[config.mk]
export PLATFORM = sky130hd
export DESIGN_NAME = switch_btn_reader
export DESIGN_NICKNAME = d
export VERILOG_FILES = /design/src/rtl/switch_btn_reader.sv
export SDC_FILE = /design/constraint.sdc
export NUM_CORES = 1
export LEC_CHECK = 0
export ABC_AREA = 1
export BUFFER_PORTS_ARGS = -buffer_cell sky130_fd_sc_hd__buf_4
export CORE_UTILIZATION = 45
export DETAILED_ROUTE_END_ITERATION = 12
export GPL_ROUTABILITY_DRIVEN = 0
export PLACE_DENSITY = 0.67
export RECOVER_POWER = 25
export SKIP_LAST_GASP = 1
export SYNTH_ARGS = -nofsm -noshare
export SYNTH_HDL_FRONTEND = slang
export SYNTH_SLANG_ARGS = --single-unit
[constraint.sdc]
create_clock -name clk -period 1.4 [get_ports clk]
set_input_delay 0.14 -clock clk [delete_from_list [all_inputs] [get_ports clk]]
set_output_delay 0.14 -clock clk [all_outputs]
set_load 0.01 [all_outputs]
[src/rtl/switch_btn_reader.sv]
// Memory-mapped switch / push-button reader: 2-FF synchronisers, tick-based
// debounce, sticky clear-on-read press events, registered single-cycle reads.
module switch_btn_reader #(
  parameter int SW_W      = 24,
  parameter int BTN_W     = 5,
  parameter int TICK_DIV  = 50000,
  parameter int DEB_TICKS = 16
) (
  input  logic             clk,
  input  logic             rst_n,
  input  logic             re,
  input  logic [31:0]      addr_from_bridge,
  input  logic [SW_W-1:0]  sw_in,
  input  logic [BTN_W-1:0] btn_in,
  output logic [31:0]      rdata_to_bridge,
  output logic             rvalid
);

  localparam int N  = SW_W + BTN_W;
  localparam int TW = $clog2(TICK_DIV);
  localparam int CW = $clog2(DEB_TICKS + 1);

  typedef enum logic [1:0] {
    REG_SW     = 2'd0,
    REG_BTN    = 2'd1,
    REG_EVT    = 2'd2,
    REG_STATUS = 2'd3
  } reg_sel_e;

  // Switches occupy [SW_W-1:0], buttons [N-1:SW_W] of every per-input vector.
  logic [N-1:0]     r_meta;
  logic [N-1:0]     r_sync;
  logic [N-1:0]     r_stable;
  logic [CW-1:0]    r_deb_cnt [N];
  logic [TW-1:0]    r_tick_cnt;
  logic [BTN_W-1:0] r_evt;

  logic             w_tick;
  logic [N-1:0]     w_accept;
  logic [BTN_W-1:0] w_press;
  logic             w_evt_rd;
  logic [31:0]      w_rdata;
  reg_sel_e         w_sel;
  logic             w_unused_addr;

  assign w_sel         = reg_sel_e'(addr_from_bridge[3:2]);
  assign w_unused_addr = ^{addr_from_bridge[31:4], addr_from_bridge[1:0]};
  assign w_tick        = (r_tick_cnt == TW'(TICK_DIV - 1));
  assign w_evt_rd      = re && (w_sel == REG_EVT);

  // A bit is accepted on the tick that completes its DEB_TICKS-th differing tick.
  always_comb begin
    for (int i = 0; i < N; i++) begin
      w_accept[i] = w_tick && (r_sync[i] != r_stable[i]) &&
                    (r_deb_cnt[i] == CW'(DEB_TICKS - 1));
    end
  end

  assign w_press = w_accept[N-1:SW_W] & r_sync[N-1:SW_W];

  // NOTE: sequential state uses non-blocking assignments so every flop samples
  // pre-edge values regardless of statement order.
  always_ff @(posedge clk or negedge rst_n) begin
    if (!rst_n) begin
      r_meta     <= '0;
      r_sync     <= '0;
      r_tick_cnt <= '0;
    end else begin
      r_meta     <= {btn_in, sw_in};
      r_sync     <= r_meta;
      r_tick_cnt <= w_tick ? '0 : r_tick_cnt + TW'(1);
    end
  end

  // NOTE: the counter array is reset element by element; it is a bank of flops,
  // not RAM, and a stale count after reset would shorten the first debounce.
  always_ff @(posedge clk or negedge rst_n) begin
    if (!rst_n) begin
      r_stable <= '0;
      for (int i = 0; i < N; i++) r_deb_cnt[i] <= '0;
    end else begin
      r_stable <= r_stable ^ w_accept;
      for (int i = 0; i < N; i++) begin
        if (r_sync[i] == r_stable[i] || w_accept[i]) r_deb_cnt[i] <= '0;
        else if (w_tick)                             r_deb_cnt[i] <= r_deb_cnt[i] + CW'(1);
      end
    end
  end

  // NOTE: every variable written here gets a default first so no latch is inferred.
  always_comb begin
    w_rdata = '0;
    unique case (w_sel)
      REG_SW:     w_rdata = 32'(r_stable[SW_W-1:0]);
      REG_BTN:    w_rdata = 32'(r_stable[N-1:SW_W]);
      REG_EVT:    w_rdata = 32'(r_evt);
      REG_STATUS: w_rdata = {30'd0, |r_stable[SW_W-1:0], |r_evt};
      default:    w_rdata = '0;
    endcase
  end

  // A press landing on the clearing edge survives; the returned data predates it.
  always_ff @(posedge clk or negedge rst_n) begin
    if (!rst_n) begin
      r_evt           <= '0;
      rdata_to_bridge <= '0;
      rvalid          <= 1'b0;
    end else begin
      r_evt  <= w_evt_rd ? w_press : (r_evt | w_press);
      rvalid <= re;
      if (re) rdata_to_bridge <= w_rdata;
    end
  end

endmodule
==> flow_summary_export.csv <==
group,metric,value,unit
critical_path,start_kind,"flip-flop",
final_layout,area_growth,27.32,%
critical_path,worstPathMaxFanout,8,
floorplanning,die_h,174.1,µm
synth,ys_seq_area_share,52.21,%
route,ant_nets,0,
worst_hold_path,min-delay-start,"sw_in[20]",
timing,finalMaxSlewViolations,0,
status,violations,"setup timing",
pwr,seqPwrFrac,49.4,%
grt,grtUsageTotal,19.73,%
critical_path,ff2ff_path_depth,10,
grt,grt_pass1_wl,50170,µm
clock_tree,clkSinkCount,278,
clock_tree,cts.clk_slew.worst_paths,0.06,ns
pwr,p_leak,8.802,nW
critical_path,ff2ff_setup_slack,-0.29,ns
critical_path,r2r-end,"r_deb_cnt[61]$_DFFE_PN0P_",
timing,rsz0062_at_grt,"true",
pwr,internal_power,12.93,mW
critical_path,worst-path-buf-inv,4,
timing,finalCritPeriodShare,120.7,%
synth,synth_edf_count,0,
pwr,p_per_area,978.0,mW/mm²
clock_tree,cts_max_level,1,
final_layout,antenna_cells,0,
synth,synth_warnings,0,
critical_path,crit_required,1.84,ns
worst_hold_path,holdPathEnd,"r_meta[20]$_DFF_PN0_",
synth,synthCells,1472,
grt,grt-ovfl-total,0,
final_layout,drive_above_1_share,17.02,%
synth,syn_area_per_cell,9.052,µm²
route,drt_wl_total,32310,µm
route,vias_per_cell,5.285,
critical_path,crit_family,"simple AND/OR/NAND/NOR gates",
critical_path,arrival,2.13,ns
timing,layout_setup_ws,-0.2903,ns
grt,grt_pass1_vias,10730,
pwr,peakVddDrop,0.9823,mV
route,drtIter0Drc,574,
job,maxCapViolCount,0,
pwr,p_clk_share,46.8,%
critical_path,cp-end-kind,"flip-flop",
clock_tree,clock_latency,0.57,ns
floorplanning,design.core.area,0.02894,mm²
clock_tree,numCtsBuffers,30,
clock_tree,cts_buffer_depth,3,
timing,setup_viol,190,
pwr,p_sw,3.657,mW
synth,syn_area,0.01332,mm²
timing,timing.fmax,0.5916,GHz
synth,ys.flop_type,"dfrtp_1",
synth,synth_cell_type_count,27,
synth,ys_seq_elements,278,
route,post_drt_wl_per_cell,15.56,µm
final_layout,final_core_util,58.63,%
grt,antenna_found_initial,0,
critical_path,max_stage_delay,0.37,ns
placed_design,dpl.hpwl,19040,µm
timing,slew_headroom,38.38,%
clock_tree,cts_root_buf,"clkbuf_16",
placed_design,portBuffers,58,
placed_design,pre_cts_slack,-0.2627,ns
clock_tree,cts_tree,"built",
route,vias,10970,
timing,tightest_slew,0.9243,ns
grt,grt_max_degree,64,
floorplanning,io_pins,97,
worst_hold_path,min_path_cells,2,
critical_path,path_cells,"inv_2 -> nor2_2 -> nand2_1 -> nor2_2 -> nand3_4 -> buf_12 -> clkbuf_16 -> clkbuf_16 -> nand3_1 -> nand2_1",
floorplanning,die_x,174.1,µm
route,remaining_drc_errors,0,
timing,skew,0.01772,ns
timing,period_needed,1.690,ns
critical_path,worstSetupPathType,"flip-flop to flip-flop",
pwr,p_comb_share,3.8,%
critical_path,r2r-start,"r_tick_cnt[6]$_DFF_PN0_",
timing,hold_slack,0.2363,ns
floorplanning,start_util,46.05,%
pwr,p_sw_share,22.04,%
status,status,"complete, but fails checks",
route,firstDrtPassIters,5,
critical_path,crit_slowest_cell,"dfrtp_1",
floorplanning,die_area,0.03030,mm²
final_layout,final_nets,1797,
worst_hold_path,min_path_type,"primary input to flip-flop",
floorplanning,rows,62,
synth,async_reset_ff_share,100.0,%
timing,hold_violations,0,
per-stage QoR:
stage	cell area (µm²)	total power, mW	setup TNS, ns	instances
2_1_floorplan	13440	8.502	-7.157	1479
3_3_place_gp	14850	8.906	-32.97	1962
3_5_place_dp	14850	8.917	-31.24	1962
4_1_cts	16170	16.76	-26.14	2045
5_1_grt	16960	17.17	-60.46	2076
6_report	16960	16.59	-42.27	2076
cells by family after synthesis:
family | count (synthesis) | share of synthesized area [%]
adders and majority gates | 59 | 5.540
and+or+nand+nor | 731 | 25.54
AOI/OAI and AO/OA | 75 | 2.902
xor gates and xnor gates | 92 | 6.047
other | 1 | 0.02814
DFF | 278 | 52.21
buffers and inverters | 236 | 7.728
power by group through the flow:
stage          logic, mW  registers (mW)  clock network [mW]
5_1_grt            0.702            8.21                8.26
2_1_floorplan      0.175            8.33                   0
6_report           0.623            8.20                7.76
3_3_place_gp       0.564            8.34                   0
3_5_place_dp       0.573            8.34                   0
4_1_cts            0.648            8.20                7.91
final cells by class:
type	instances	area, µm²
Fill cell	2385	11970
Sequential cell	278	6957
Multi-Input combinational cell	965	5607
Timing Repair Buffer	217	2258
Clock buffer	41	852.1
Inverter	181	691.9
Tap cell	384	480.5
Clock inverter	9	106.4
Timing Repair inverter	1	11.26
sequential cells by signal, indices dropped and copies added (netlist names):
register,cells
r_deb_cnt,145
r_meta,29
r_stable,29
r_sync,29
rdata_to_bridge,24
r_tick_cnt,16
r_evt,5
rvalid,1
layer usage:
metal | global-route usage (%) | share of wire (%) | wire (µm) | up-vias
met1 | 27.26 | 45 | 14560 | 5367
met2 | 32.85 | 48 | 15390 | 251
met4 | 4.678 | 2.7 | 885 | 0
li1 | - | - | - | 5292
met3 | 2.734 | 4.5 | 1464 | 62
met5 | 0 | 0 | 0 | -
synthesized netlist by cell type, types with 5 or more instances:
cell type	instances	area [µm²]
nand2_1	290	1089
dfrtp_1	278	6957
nand3_1	208	1041
inv_1	178	668.1
nand4_1	151	944.7
xor2_1	92	805.8
nor2_1	73	274.0
o21ai_0	62	310.3
ha_1	59	738.2
clkbuf_1	26	97.59
buf_6	12	135.1
buf_4	9	67.56
a21oi_1	7	35.03
buf_2	7	35.03
nor3_1	5	25.02
worst max path at each step:
stage	start	to	slack [ns]	depth (start not counted)
after floorplan	r_tick_cnt[0]$_DFF_PN0_	r_deb_cnt[102]$_DFFE_PN0P_	-0.06	8
after global placement	r_tick_cnt[12]$_DFF_PN0_	r_stable[24]$_DFF_PN0_	-0.28	7
after detailed placement	r_tick_cnt[4]$_DFF_PN0_	r_stable[18]$_DFF_PN0_	-0.26	8
after CTS	r_tick_cnt[4]$_DFF_PN0_	r_deb_cnt[128]$_DFFE_PN0P_	-0.19	8
after global routing	r_tick_cnt[5]$_DFF_PN0_	r_stable[23]$_DFF_PN0_	-0.38	9
final	r_tick_cnt[6]$_DFF_PN0_	r_deb_cnt[61]$_DFFE_PN0P_	-0.29	10
cells in the final DEF (no fill, tap or decap), drive strengths merged, types with 7 or more instances in the layout:
cell type | Yosys | routed
nand2 | 290 | 290
xor2 | 92 | 92
clkbuf | 26 | 87
conb | 1 | 8
nand3 | 209 | 209
dfrtp | 278 | 278
a21oi | 7 | 7
clkinv | 0 | 8
ha | 59 | 59
nand4 | 151 | 151
inv | 181 | 181
buf | 29 | 138
o21ai | 62 | 62
nor2 | 74 | 74
dlygate4sd3 | 0 | 33
repair_timing:
action / in CTS / in global routing
pin swaps: 0 / 28
gates resized for setup: 7 / 112
setup buffers: 0 / 14
setup endpoints to repair: 189 / 193
hold buffers: 33 / 0
gates cloned: 0 / 19
endpoints found under the hold margin: 312 / 0
(Power assumes the default switching activity.)
